<file path="config.mk">
export PLATFORM = sky130hd
export DESIGN_NAME = query_parser_mq
export DESIGN_NICKNAME = d
export VERILOG_FILES = /design/src/rtl/query_parser_mq_pkg.sv /design/src/rtl/query_parser_mq_sym_word_buffer.sv /design/src/rtl/query_parser_mq.sv
export SDC_FILE = /design/constraint.sdc
export NUM_CORES = 1
export LEC_CHECK = 0
export ABC_AREA = 1
export CAP_MARGIN = 10
export CORE_ASPECT_RATIO = 1.1
export CORE_MARGIN = 2
export CORE_UTILIZATION = 40
export DETAILED_ROUTE_END_ITERATION = 10
export PLACE_DENSITY = 0.7
export SLEW_MARGIN = 20
export SYNTH_ARGS = -nofsm -noshare
export SYNTH_HDL_FRONTEND = slang
export SYNTH_SLANG_ARGS = --single-unit
</file>
<file path="constraint.sdc">
create_clock -name clk -period 6.75 [get_ports clk]
set_input_delay 2.025 -clock clk [delete_from_list [all_inputs] [get_ports clk]]
set_output_delay 2.025 -clock clk [all_outputs]
set_load 0.005 [all_outputs]
</file>
<file path="src/rtl/query_parser_mq_pkg.sv">
// Shared symbol codes, symbol classification and FSM encoding for the query parser.
package query_parser_mq_pkg;

  localparam int SYM_W = 3;
  localparam logic [SYM_W-1:0] SYM_END = 3'b000;
  localparam logic [SYM_W-1:0] SYM_SEP = 3'b001;

  typedef enum logic [1:0] {S_IDLE, S_FILL, S_STREAM, S_HOLD} state_t;
  typedef enum logic [1:0] {K_BASE, K_END, K_SEP} kind_t;

  // 1bb is a base; 000 ends the stream; 001 and the reserved 01x split queries.
  function automatic kind_t sym_kind(input logic [SYM_W-1:0] s);
    case (s)
      SYM_END: sym_kind = K_END;
      SYM_SEP: sym_kind = K_SEP;
      default: sym_kind = s[2] ? K_BASE : K_SEP;
    endcase
  endfunction

endpackage

</file>
<file path="src/rtl/query_parser_mq_sym_word_buffer.sv">
// Active symbol word plus one-word prefetch; exposes head symbol and one-symbol lookahead.
module query_parser_mq_sym_word_buffer
  import query_parser_mq_pkg::*;
#(
  parameter  int SYM_PER_WORD = 8,
  localparam int WORD_W       = SYM_W * SYM_PER_WORD,
  localparam int IDX_W        = (SYM_PER_WORD > 1) ? $clog2(SYM_PER_WORD) : 1
) (
  input  logic              clk,
  input  logic              rst_n,
  input  logic              flush,
  input  logic              pop,
  input  logic              load_vld,
  input  logic [WORD_W-1:0] load_data,
  output logic [SYM_W-1:0]  head_sym,
  output logic              head_vld,
  output logic              next_vld,
  output logic              next_is_base,
  output logic              pf_vld_nxt
);

  logic [WORD_W-1:0] buf_q, pf_q, nxt_word;
  logic              buf_vld, pf_vld, at_last, wrap, to_buf;
  logic [IDX_W-1:0]  sym_idx;
  int                nxt_idx;

  assign at_last  = (sym_idx == IDX_W'(SYM_PER_WORD - 1));
  assign wrap     = pop && at_last;
  // Fresh data bypasses the prefetch slot when the active word is (or is about to be) empty.
  assign to_buf   = load_vld && (!buf_vld || (wrap && !pf_vld));

  assign head_vld = buf_vld;
  assign head_sym = buf_q[WORD_W-1-SYM_W*int'(sym_idx) -: SYM_W];

  assign nxt_word     = at_last ? pf_q : buf_q;
  assign nxt_idx      = at_last ? 0 : int'(sym_idx) + 1;
  assign next_is_base = nxt_word[WORD_W-1-SYM_W*nxt_idx];
  assign next_vld     = buf_vld && (!at_last || pf_vld);

  assign pf_vld_nxt = !flush && ((pf_vld && !wrap) || (load_vld && !to_buf));

  always_ff @(posedge clk or negedge rst_n) begin
    if (!rst_n) begin
      buf_q   <= '0;
      pf_q    <= '0;
      buf_vld <= 1'b0;
      pf_vld  <= 1'b0;
      sym_idx <= '0;
    end else if (flush) begin
      buf_vld <= 1'b0;
      pf_vld  <= 1'b0;
      sym_idx <= '0;
    end else begin
      if (to_buf) begin
        buf_q   <= load_data;
        buf_vld <= 1'b1;
        sym_idx <= '0;
      end else if (wrap) begin
        sym_idx <= '0;
        if (pf_vld) buf_q <= pf_q;
        else        buf_vld <= 1'b0;
      end else if (pop) begin
        sym_idx <= sym_idx + 1'b1;
      end
      if (load_vld && !to_buf) pf_q <= load_data;
      pf_vld <= pf_vld_nxt;
    end
  end

endmodule

</file>
<file path="src/rtl/query_parser_mq.sv">
// Query parser: fetches packed 3-bit symbols from SRAM and streams 2-bit bases to PE slots.
module query_parser_mq
  import query_parser_mq_pkg::*;
#(
  parameter  int PE_NUM       = 8,
  parameter  int SYM_PER_WORD = 8,
  parameter  int ADDR_W       = 16,
  parameter  int LEN_W        = 16,
  localparam int PE_BIT       = $clog2(PE_NUM),
  localparam int WORD_W       = SYM_W * SYM_PER_WORD
) (
  input  logic              clk,
  input  logic              rst_n,
  input  logic              start_i,
  input  logic [ADDR_W-1:0] base_addr_i,
  input  logic              buffer_full_i,
  output logic              busy_o,
  output logic [ADDR_W-1:0] addr_o,
  output logic              request_o,
  input  logic [WORD_W-1:0] data_i,
  input  logic              valid_i,
  output logic [1:0]        q_out,
  output logic [PE_NUM-1:0] pe_valid_o,
  output logic              pouring_o,
  output logic              pouring_last_o,
  output logic              chunk_last_o,
  output logic              query_done_o,
  output logic [LEN_W-1:0]  query_len_o
);

  state_t            state, state_nxt;
  logic [PE_BIT-1:0] pe_idx, pe_idx_nxt;
  logic [LEN_W-1:0]  len_q, len_nxt;
  logic              end_seen, end_seen_nxt, req_nxt, got, pop, flush;
  logic              head_vld, next_vld, next_is_base, pf_vld_nxt;
  logic [SYM_W-1:0]  head_sym;
  logic              out_pour, out_last, out_done;
  logic [1:0]        out_q;

  function automatic logic has_end(input logic [WORD_W-1:0] w);
    has_end = 1'b0;
    for (int i = 0; i < SYM_PER_WORD; i++)
      if (w[SYM_W*i +: SYM_W] == SYM_END) has_end = 1'b1;
  endfunction

  assign got   = request_o && valid_i;
  assign flush = (state == S_IDLE);

  query_parser_mq_sym_word_buffer #(.SYM_PER_WORD(SYM_PER_WORD)) u_sym_word_buffer (
    .clk          (clk),
    .rst_n        (rst_n),
    .flush        (flush),
    .pop          (pop),
    .load_vld     (got),
    .load_data    (data_i),
    .head_sym     (head_sym),
    .head_vld     (head_vld),
    .next_vld     (next_vld),
    .next_is_base (next_is_base),
    .pf_vld_nxt   (pf_vld_nxt)
  );

  always_comb begin
    state_nxt    = state;
    pe_idx_nxt   = pe_idx;
    len_nxt      = len_q;
    end_seen_nxt = end_seen;
    pop          = 1'b0;
    out_pour     = 1'b0;
    out_last     = 1'b0;
    out_done     = 1'b0;
    out_q        = '0;
    case (state)
      S_IDLE: if (start_i) begin
        state_nxt  = S_FILL;
        pe_idx_nxt = '0;
        len_nxt    = '0;
      end
      S_FILL: if (got) state_nxt = S_STREAM;
      S_STREAM: if (head_vld) begin
        if (sym_kind(head_sym) == K_BASE) begin
          // A base waits for its lookahead so chunk_last is known when it is emitted.
          if (next_vld) begin
            pop      = 1'b1;
            out_pour = 1'b1;
            out_q    = head_sym[1:0];
            len_nxt  = (&len_q) ? len_q : len_q + 1'b1;
            out_last = (pe_idx == PE_BIT'(PE_NUM - 1)) || !next_is_base;
            if (out_last) begin
              pe_idx_nxt = '0;
              state_nxt  = S_HOLD;
            end else begin
              pe_idx_nxt = pe_idx + 1'b1;
            end
          end
        end else begin
          pop        = 1'b1;
          out_done   = 1'b1;
          len_nxt    = '0;
          pe_idx_nxt = '0;
          state_nxt  = (sym_kind(head_sym) == K_END) ? S_IDLE : S_HOLD;
        end
      end
      S_HOLD: if (!buffer_full_i) state_nxt = S_STREAM;
      default: state_nxt = S_IDLE;
    endcase
    if (state == S_IDLE)            end_seen_nxt = 1'b0;
    else if (got && has_end(data_i)) end_seen_nxt = 1'b1;
    req_nxt = (state_nxt != S_IDLE) &&
              ((request_o && !valid_i) || (!end_seen_nxt && !pf_vld_nxt));
  end

  always_ff @(posedge clk or negedge rst_n) begin
    if (!rst_n) begin
      state          <= S_IDLE;
      pe_idx         <= '0;
      len_q          <= '0;
      end_seen       <= 1'b0;
      addr_o         <= '0;
      request_o      <= 1'b0;
      busy_o         <= 1'b0;
      q_out          <= '0;
      pe_valid_o     <= '0;
      pouring_o      <= 1'b0;
      pouring_last_o <= 1'b0;
      chunk_last_o   <= 1'b0;
      query_done_o   <= 1'b0;
      query_len_o    <= '0;
    end else begin
      state          <= state_nxt;
      pe_idx         <= pe_idx_nxt;
      len_q          <= len_nxt;
      end_seen       <= end_seen_nxt;
      request_o      <= req_nxt;
      busy_o         <= (state_nxt != S_IDLE);
      if (state == S_IDLE && start_i) addr_o <= base_addr_i;
      else if (got)                    addr_o <= addr_o + 1'b1;
      q_out          <= out_q;
      pe_valid_o     <= out_pour ? (PE_NUM'(1) << pe_idx) : '0;
      pouring_o      <= out_pour;
      pouring_last_o <= pouring_o;
      chunk_last_o   <= out_last;
      query_done_o   <= out_done;
      query_len_o    <= out_done ? len_q : '0;
    end
  end

endmodule
</file>
### Word-level counts from Yosys, hierarchy flattened

Cells that the tools add are included.
Widths: inputs -> output; s select.

* output and inout port bits: 48
* flip-flop bits (word level): 123
* bits of input ports: 45

* $mul: 2
* magnitude comparators: 1
* muxes and demuxes: 78
* $add $sub $neg: 7
* eq/ne operators: 12
* bitwise gates (word level): 1
* shift-type cells: 2
* reduce and logical (&&, ||, !) cells: 52

Operator list (number)
* $mux 16: 8
* $mux 24: 4
* $sub 6x32->32 const A: 2
* $mux 2: 18
* $add 16x1->16 const B: 2
* $lt 32x7->1 const B: 1
* $mul 3x32->32 const A: 1
* $mux 1: 32
* $mux 32: 1
* $pmux 16 s2: 1
* $shiftx 26x32->3: 1
* $logic_not 3->1: 9
* $mux 3: 9
* $reduce_and 16->1: 1
* $logic_and 1x1->1: 13
* $logic_not 1->1: 10
* $reduce_bool 2->1: 5
* $mux 8: 1
* $pmux 2 s4: 1
* $shl 1x3->8 const A: 1
* $add 3x1->3 const B: 2
* $eq 3x3->1 const B: 2
* $ne 3x3->1 const B: 2
* $pmux 3 s2: 1
* 19 further kinds: 27

### Depth between registers and ports, before layout

Gate-level depths: netlist of the first run.

* depth after elaboration: 23
* gate-level depth with buffers: 26

### Cells and area by module

A second synthesis of the first run with hierarchy kept.

* cells, all modules: 984
* area, all modules: 7349.5 um2

By module, submodules not included
* query_parser_mq_sym_word_buffer: area an instance 3699.8 um2, cells an instance 530, times used 1, sequential area each 1326.3 um2
* query_parser_mq: area an instance 3649.8 um2, cells an instance 454, times used 1, sequential area each 1751.7 um2

### Worst setup path after synthesis of the first run

Ideal clock, no wire load.

* kind: register to register
* start: reg u_sym_word_buffer.sym_idx[0]
* end: reg request_o
* arrival time: 3.633 ns
* buffers on the path: 4
* setup slack: 3.004 ns
* stages on the path, launching flop included: 24
* period minus slack after synthesis: 3.746 ns
* cells stage by stage: dfrtp_1 > buf_4 > inv_4 > buf_6 > clkbuf_1 > ha_1 > buf_4 > nor2_1 > inv_1 > ha_1 > inv_1 > ha_1 > fa_1 > xnor2_1 > xnor2_1 > inv_1 > nand2_1 > nand3_1 > nand2_1 > nand3_1 > nand2_1 > nand3_1 > nand2_1 > inv_1

* word-level cells in the longest chain between the ends: 23
* elaborated cells between the ends (all ways): 53
* those cells by class: 3 x add/sub; 2 x mul; 3 x eq/ne; 1 x shift; 22 x mux; 22 x reduce/logical

Ends and longest elaborated chain
* start, declared: RTL line query_parser_mq_sym_word_buffer.sv:24 `logic [IDX_W-1:0] sym_idx;`
* start signal, assigned: RTL line query_parser_mq_sym_word_buffer.sv:63 `sym_idx <= sym_idx + 1'b1;`
* parallel branches: the longest is 22 deep, another holds $mul 3x32->32
* $logic_and 1x1->1 *: RTL line query_parser_mq.sv:109 `req_nxt = (state_nxt != S_IDLE) &&`
* named net req_nxt: RTL line query_parser_mq.sv:34 `logic end_seen, end_seen_nxt, req_nxt, got, pop, flush;`
* end signal, assigned: RTL line query_parser_mq.sv:134 `request_o <= req_nxt;`
* end, declared: RTL line query_parser_mq.sv:19 `output logic request_o,`

Mark *: on every way through the listed nets, which the timed path passes. The select of a mux whose other input is x is not followed.
A chain may end at the register's enable or synchronous reset.

### Final worst setup path of the first run

Same ends and word-level chain as after synthesis.

==> flow_summary.ini, run 1 <==
[final_layout]
post-route-util = 0.498
areaGrowthSynthToFinish_pct = 22.2
drive_gt1_frac = 0.0766
fillerInstances = 1740
nets = 1097
n_antenna_cell = 0

[worst_setup_path]
cp_data_required_time_ns = 7.07
timing.rr.start = u_sym_word_buffer.sym_idx[0]
critPathLaunchType = flip-flop
crit_type = reg2reg
reg2reg_to = request_o
crit_fanout = 37
end_kind = flip-flop
r2r_cells = 22
worstPathArrival_ns = 4.86
rrSetupSlack_ns = 2.21

[routing]
drtPass1Iterations = 5
via_per_inst = 4.97
wl_per_cell_um = 13.6
vias = 6369
drtIter0Drc = 522
ant_nets = 0
drc = 0
finalWirelength_um = 17400

[grt]
overflow = 0
grt_pass1_vias = 5862
grt_max_degree = 70
grt_pass1_wl_um = 29300
antenna_found_initial = 0
grt_usage = 0.191

[synth]
ys_ff_latch = 123
synth.top_cell.area_share = 0.427
ys_top_cells_by_area = dfrtp_1 (43%), nand2_1 (13%), nand3_1 (9.2%), inv_1 (5.4%), nor2_1 (4.4%)
synth_ff_type = dfrtp_1
synth.most_common_cell = nand2_1
async_flop_share = 1.00
synth_area_um2 = 7210
syn_area_per_cell_um2 = 7.54
yosys.area.top_type = dfrtp_1
seq_area_frac_synth = 0.427
synth-edff-count = 0
ys.warnings.count = 0
syn_nets = 1022
postSynthCellCount = 956
synthTopCellsByCount = nand2_1 (243), nand3_1 (132), dfrtp_1 (123)
synth_cell_type_count = 44

[power]
power_leakage_nw = 4.17
clockPowerShare = 0.280
total_power_mw = 3.23
internal-power_mw = 1.98
comb_power_share = 0.361
switching_share = 0.388
power.density_nw_per_um2 = 367
p_seq_frac = 0.359
p_sw_mw = 1.25
ir_drop_uv = 231

[timing]
holdWs_ns = 0.381
slew-limit-headroom = 0.354
slew_violations = 0
worstMarginPinSlew_ns = 0.966
fin_setup_tns_ns = 0
rsz0062_at_grt = no
hold_violations = 0
skew_ns = 0.0123
fin_crit_ns = 4.54
fin_crit_sh = 0.673
setup_viol = 0
fmax_mhz = 220

[placed_design]
place_congestion = 0.870
dpl.hpwl_um = 12400
portBuffers = 92

[min_path]
hold_depth = 0
hold_start = pouring_o
hold-path-endpoint = pouring_last_o
min_path_type = reg2reg

[clock_network]
cts-hold-fix-buffers = 0
tritoncts = yes
cts_max_level = 4
cts_made_buffers = 17
clk_latency_ns = 0.42
post_cts_buffers = 0
root_buffer = clkbuf_16
clock_sinks = 123
cts_buffer_depth = 2
ctsResizeCount = 0
clk_pin_slew_ns = 0.06

[floorplanning]
core_area_um2 = 17700
die_y_um = 145
die-area_um2 = 19100
die_x_um = 132
io_pins = 93
rows = 51
start_util = 0.408

[job]
max-cap-violations = 0

[run_status]
status = finished, final reports clean
[logic make-up after synthesis]
logic type,Yosys count,synth area share
buffers and inverters,153,0.0920
AND/OR/NAND/NOR,515,0.315
AO/OA/AOI/OAI,126,0.104
adder cells (fa/ha/maj),21,0.0385
XOR/XNOR,18,0.0229
flip-flops,123,0.427
[power by group through the flow]
stage	registers (mW)	clock network, mW	logic, mW
after floorplan	1.10	0	0.862
after global placement	1.16	0	1.15
after detailed placement	1.16	0	1.16
after CTS	1.15	0.924	1.17
after global routing	1.19	0.956	1.33
final	1.16	0.904	1.17
[worst max path at each step]
stage	start	end	slack, ns	cells after the start
after detailed placement	start_i	addr_o[7]	2.02	7
after global placement	start_i	addr_o[7]	2.10	7
after global routing	u_sym_word_buffer.sym_idx[0]	u_sym_word_buffer.sym_idx[0]	1.83	18
final	u_sym_word_buffer.sym_idx[0]	request_o	2.21	22
after CTS	u_sym_word_buffer.sym_idx[0]	request_o	2.21	22
after floorplan	u_sym_word_buffer.sym_idx[0]	request_o	3.00	23
[sequential cells by signal, summed over array words and instances, names as in the netlist]
name	flops
busy_o	1
pouring_o	1
end_seen	1
u_sym_word_buffer.pf_vld	1
u_sym_word_buffer.head_vld	1
u_sym_word_buffer.sym_idx	3
u_sym_word_buffer.buf_q	24
request_o	1
addr_o	16
query_len_o	16
len_q	16
pe_idx	3
pe_valid_o	8
state	2
u_sym_word_buffer.pf_q	24
query_done_o	1
q_out	2
chunk_last_o	1
pouring_last_o	1
[cell type report]
| class | count | area (µm²) | share of cell area |
|---|---|---|---|
| Clock inverter | 13 | 139 | 0.0158 |
| Tap cell | 238 | 298 | 0.0338 |
| Sequential cell | 123 | 3080 | 0.350 |
| Clock buffer | 19 | 453 | 0.0514 |
| Multi-Input combinational cell | 680 | 3470 | 0.394 |
| Inverter | 114 | 430 | 0.0489 |
| Timing Repair Buffer | 95 | 941 | 0.107 |
[stage by stage]
step,instances,instance area [µm²],setup slack (ns)
after detailed placement,1250,8210,2.02
after global placement,1250,8210,2.10
after global routing,1282,8810,1.83
after CTS,1282,8810,2.21
final,1282,8810,2.21
after floorplan,956,7210,3.00
[worst max-delay path, stage by stage (launching register included)]
cell and delay (ns):
dfrtp_1 0.35, buf_4 0.35, inv_4 0.21, ha_1 0.63, nor2_1 0.63, inv_1 0.10, ha_1 0.35, inv_1 0.06
ha_1 0.20, fa_1 0.53, inv_1 0.07, nand2_1 0.06, inv_1 0.03, nand2_1 0.04, nand2_1 0.07, nand2_1 0.06
nand3_1 0.10, nand2_1 0.15, nand3_1 0.10, nand2_1 0.10, nand3_1 0.09, nand2_1 0.09, inv_1 0.04
[metal layers]
| layer | vias up | global-route usage | share of wire |
|---|---|---|---|
| met3 | 23 | 0.0428 | 0.050 |
| met2 | 184 | 0.289 | 0.45 |
| met4 | 0 | 0.0664 | 0.017 |
| met1 | 2911 | 0.270 | 0.48 |
| met5 | - | 0 | 0 |
| li1 | 3251 | - | - |
[layout by cell type, fill, tap and decap left out, drive strengths merged, types with 3 or more instances in the layout]
cell | Yosys | layout
nand2 | 255 | 255
nand3 | 137 | 137
dfrtp | 123 | 123
inv | 111 | 114
clkdlybuf4s50 | 0 | 91
nor2 | 86 | 86
o21ai | 79 | 79
a21oi | 23 | 23
nor3 | 22 | 22
ha | 19 | 19
clkbuf | 9 | 19
xor2 | 15 | 15
clkinv | 3 | 9
nand4 | 7 | 7
o211ai | 5 | 5
nor4 | 4 | 4
o22ai | 4 | 4
buf | 30 | 4
nand3b | 3 | 3
xnor2 | 3 | 3
o31ai | 3 | 3
a211oi | 3 | 3
(Power assumes the default switching activity.)
==> run 2: changes to the inputs <==
Settings changed: PLACE_DENSITY 0.7 to 0.72.
Clock period 6.75 ns to 4 ns, I/O delays scaled along.
==> run 2 against run 1 <==
First-iteration DRC count is 8.2% lower. Count of clock-buffer cells in the layout stayed put. Power is 75% higher. Register-to-register slack worse by 1.8 ns. Wire length is 1.4% higher. Non-clock buffer count is 12 higher. Final area is 2.4% higher. Utilization is 1.2 points higher. Sequential power is 66% higher. Clock skew is 0.0024 ns lower. Critical endpoint is now len_q[3].
==> flow_summary.ini, run 2 (synthesized netlist as in run 1, its figures left out) <==
[final_layout]
final_common_cell = nand2_1
n_antenna_cell = 0
drive_gt1_frac = 0.0862
largestRegisters = u_sym_word_buffer.buf_q (24), u_sym_word_buffer.pf_q (24)
nets = 1109
mostFrequentLayoutCells = nand2_1 (243), nand3_1 (132), dfrtp_1 (123)
areaGrowthSynthToFinish_pct = 25.1

[grt]
grt.busiest_layer = met2
use_met3 = 0.0418
antenna_found_initial = 0
grt_pass1_vias = 6141
use_met2 = 0.305
grt_usage = 0.194
met1_usage = 0.267
grt_max_degree = 83
grt_pass1_wl_um = 30200
overflow = 0

[routing]
wl_per_cell_um = 13.7
drtIter0Drc = 479
ant_nets = 0
finalWirelength_um = 17700
vias = 6567
via_per_inst = 5.07
drc = 0
drtPass1Iterations = 6

[power]
power.density_nw_per_um2 = 625
p_seq_frac = 0.343
power_leakage_nw = 4.28
ir_drop_uv = 376
clockPowerShare = 0.301
comb_power_share = 0.356
p_sw_mw = 2.09
internal-power_mw = 3.55
switching_share = 0.371

[worst_setup_path]
crit_fanout = 22
timing.rr.start = u_sym_word_buffer.sym_idx[1]
crit_type = reg2reg
worstSetupStartpoint = u_sym_word_buffer.sym_idx[1]
end_kind = flip-flop
worstPathArrival_ns = 3.89
cp_data_required_time_ns = 4.29
critPathLaunchType = flip-flop

[timing]
fmax_mhz = 278
fin_setup_tns_ns = 0
slew-limit-headroom = 0.488
slew_violations = 0
fin_crit_ns = 3.60
fin_crit_sh = 0.900
setup_viol = 0
layout_setup_ws_ns = 0.401
worstMarginPinSlew_ns = 0.768
hold_violations = 0
skew_ns = 0.00990
rsz0062_at_grt = no

[placed_design]
dpl.hpwl_um = 12600
place_congestion = 0.970
portBuffers = 92
place_ws_ns = 0.184

[clock_network]
clk_latency_ns = 0.42
cts-hold-fix-buffers = 0
cts_buffer_depth = 2
clk_pin_slew_ns = 0.06
cts_max_level = 4
root_buffer = clkbuf_16
cts_made_buffers = 17
tritoncts = yes
clock_sinks = 123

[floorplanning]
io_pins = 93
die-area_um2 = 19100
die_y_um = 145
start_util = 0.408
rows = 51
core_area_um2 = 17700
die_x_um = 132

[job]
max-cap-violations = 0

[min_path]
min_path_type = reg2reg
hold_start = pouring_o

[run_status]
status = finished, final reports clean
## run 2: cell types whose count changed in the layout (fill, tap and decap cells not counted)
cell       previous run  this run
buf_4                 4        10
buf_12                0         3
buf_6                 0         3
bufinv_16             2         5
clkinv_2              4         1
clkbuf_1              0         1
clkbuf_8              2         1
clkinv_4              2         3
inv_2                 7         6
inv_4                 1         2
inv_6                 3         2
nand2_2               8         7
nand2_4               4         5
## run 2: critical path: stages (launching register included)
cell and delay (ns):
dfrtp_1 0.46, ha_1 0.27, fa_1 0.42, xor2_2 0.17, ha_1 0.25, inv_2 0.17, nand2_1 0.09, o21ai_0 0.28
nor2_1 0.07, nor2_1 0.15, nand2_2 0.07, nand2_2 0.13, nand2_4 0.12, inv_2 0.10, nand2_2 0.07, nand2_4 0.09
nand2_2 0.11, nand2_4 0.15, inv_4 0.12, nand2_1 0.08, o21ai_0 0.09
## run 2: stage by stage
step | total power, mW | instances | cell area, µm² | hold WS, ns | utilization
after floorplan | 3.31 | 956 | 7210 | 0.376 | -
after global placement | 3.90 | 1262 | 8330 | 0.365 | 0.471
after detailed placement | 3.94 | 1262 | 8330 | 0.366 | 0.471
after CTS | 5.67 | 1294 | 8990 | 0.379 | 0.508
after global routing | 6.06 | 1294 | 9020 | 0.388 | 0.510
final | 5.64 | 1294 | 9020 | 0.374 | 0.510
## run 2: cell type report
cell class	instances	area [µm²]
clock inverter	13	214
clock buffer	19	443
multi-input combinational	680	3470
inverter	114	433
fill	1722	8660
timing repair buffer	107	1080
sequential	123	3080
tap	238	298
## run 2: final timing paths
kind | to | slack, ns | cells after the start
setup / recovery | len_q[3] | 0.40 | 20
hold / removal | pouring_last_o | 0.37 | 0
setup reg to reg | len_q[3] | 0.40 | 20
hold reg to reg | pouring_last_o | 0.37 | 0
max in group asynchronous | query_len_o[11] | 2.42 | 2
min in group asynchronous | u_sym_word_buffer.pf_q[13] | 0.83 | 1
## run 2: layer usage
layer | vias up | wire, µm | part of all wire
li1 | 3282 | - | -
met5 | - | 0 | 0
met3 | 31 | 977 | 0.055
met1 | 3046 | 8200 | 0.46
met4 | 0 | 452 | 0.026
met2 | 208 | 8030 | 0.45
## run 2: power by group through the flow
stage                     combinational (mW)  sequential, mW  clock, mW
after floorplan                         1.46            1.86          0
after global placement                  1.96            1.94          0
after detailed placement                2.00            1.94          0
after CTS                               2.02            1.92       1.73
after global routing                    2.29            1.98       1.79
final                                   2.01            1.93       1.70
## run 2: repair_timing
item	4_1_cts	5_1_grt
setup buffers	0	0
setup endpoints to repair	0	37
resized for setup	0	8
==> run 3: changes to the inputs <==
Settings changed: DONT_BUFFER_PORTS from default to 1, PLACE_DENSITY 0.72 to 0.65.
Clock period 4 ns to 3 ns, I/O delays scaled along.
==> run 3 against run 2 <==
The flow now finishes with violations (setup timing). Hold slack got worse by 0.20 ns. Global-route usage up 2.2 points. Setup slack worse by 0.70 ns. Power up 50%. Fmax rose by 9.1%.
==> flow_summary.ini, run 3 (synthesized netlist as in run 1, its figures left out) <==
[routing]
via_per_inst = 5.31
wl_per_cell_um = 16.3
finalWirelength_um = 21300
drtPass1Iterations = 5
drc = 0
ant_nets = 0
drtIter0Drc = 529
vias = 6921

[timing]
fmax_mhz = 303
setup_viol = 74
fin_crit_sh = 1.10
skew_ns = 0.0106
fin_crit_ns = 3.30
slew_violations = 0
hold_violations = 0
fin_setup_tns_ns = -9.46
worstMarginPinSlew_ns = 0.520
rsz0062_at_grt = yes
slew-limit-headroom = 0.653
layout_setup_ws_ns = -0.299

[worst_setup_path]
path_buf_inv = 5
critPathLaunchType = flip-flop
path_delay_family = adder cells
worstPathArrival_ns = 3.60
crit_type = reg2reg
crit_fanout = 11
cp_data_required_time_ns = 3.30
cp_slowest_stage_delay_ns = 0.44
end_kind = flip-flop
cpMaxStageDelayCell = dfrtp_1
crit_chain = ha_4 > fa_2 > xor2_4 > ha_4 > inv_2 > buf_6 > nand2_4 > o21ai_4 > nor2_1 > nor2_1 > nand2_2 > nand2_4 > a21oi_4 > nand2_2 > buf_4 > nand3_4 > buf_12 > buf_16 > o21ai_0

[clock_network]
clock_sinks = 123
cts_made_buffers = 17
cts-hold-fix-buffers = 0
cts_max_level = 4
clk_pin_slew_ns = 0.06
root_buffer = clkbuf_16
cts_buffer_depth = 2
clk_latency_ns = 0.42
tritoncts = yes

[grt]
grt_pass1_wl_um = 32900
grt_max_degree = 124
antenna_found_initial = 0
grt_pass1_vias = 6509
grt_usage = 0.216
overflow = 0

[placed_design]
dpl.hpwl_um = 13100
place_congestion = 0.915
portBuffers = 0
place_ws_ns = -0.453
dp_cells = 1225

[final_layout]
drive_gt1_frac = 0.293
nets = 1119
post-route-util = 0.555
fillerInstances = 1554
mostFrequentLayoutCells = nand2_1 (203), dfrtp_1 (123), nand3_1 (100)
final_common_cell = nand2_1
areaGrowthSynthToFinish_pct = 36.1
finalNonFillerCells = 1304
largestRegisters = u_sym_word_buffer.buf_q (24), u_sym_word_buffer.pf_q (24)
n_antenna_cell = 0

[job]
max-cap-violations = 0

[floorplanning]
rows = 51
die-area_um2 = 19100
die_x_um = 132
io_pins = 93
core_area_um2 = 17700
start_util = 0.408
die_y_um = 145

[power]
power_leakage_nw = 4.63
power.density_nw_per_um2 = 860
ir_drop_uv = 539

[min_path]
min_path_type = in2async

[run_status]
violations = setup timing
status = complete, but fails checks
## run 3: final cells by class
cell class | instances | area, µm² | share of cell area
Multi-Input combinational cell | 680 | 4170 | 0.425
Sequential cell | 123 | 3080 | 0.314
Timing Repair Buffer | 116 | 1270 | 0.129
Inverter | 114 | 453 | 0.0462
Clock buffer | 17 | 425 | 0.0434
Tap cell | 238 | 298 | 0.0304
Clock inverter | 15 | 116 | 0.0119
Timing Repair inverter | 1 | 3.75 | 0.000383
## run 3: per-layer routing
| metal | wire length (µm) | vias up | track usage |
|---|---|---|---|
| li1 | - | 3310 | - |
| met1 | 9090 | 3282 | 0.284 |
| met2 | 9980 | 283 | 0.344 |
| met3 | 1680 | 46 | 0.0557 |
| met4 | 521 | 0 | 0.0847 |
| met5 | 0 | - | 0 |
## run 3: final timing paths
kind                                               from                          to  slack (ns)  cells after the start
setup / recovery           u_sym_word_buffer.sym_idx[1]  u_sym_word_buffer.pf_q[15]       -0.30                     19
hold / removal                                    rst_n  u_sym_word_buffer.pf_q[12]        0.17                      0
hold reg to reg                               pouring_o              pouring_last_o        0.43                      0
setup reg to reg           u_sym_word_buffer.sym_idx[1]  u_sym_word_buffer.pf_q[15]       -0.30                     19
min in group clk                              pouring_o              pouring_last_o        0.43                      0
max in group asynchronous                         rst_n              pouring_last_o        2.55                      0
## run 3: timing repair
item	in CTS	in global routing
pin swaps	17	34
endpoints found under the setup margin	104	103
buffers inserted	23	12
cloned	11	3
resized for setup	88	127
## run 3: through the flow
step	power, mW	hold WS, ns	cell area (µm²)
5_1_grt	8.93	0.153	9810
6_report	8.43	0.169	9810
3_5_place_dp	5.32	0.410	7900
4_1_cts	7.79	0.149	9200
3_3_place_gp	5.26	0.394	7900
2_1_floorplan	4.45	0.376	7280
## run 3: report_power, final
part | internal, mW | total (mW) | switching, mW
registers | 2.13 | 2.78 | 0.643
logic | 1.72 | 3.78 | 2.06
clock network | 1.07 | 1.88 | 0.812
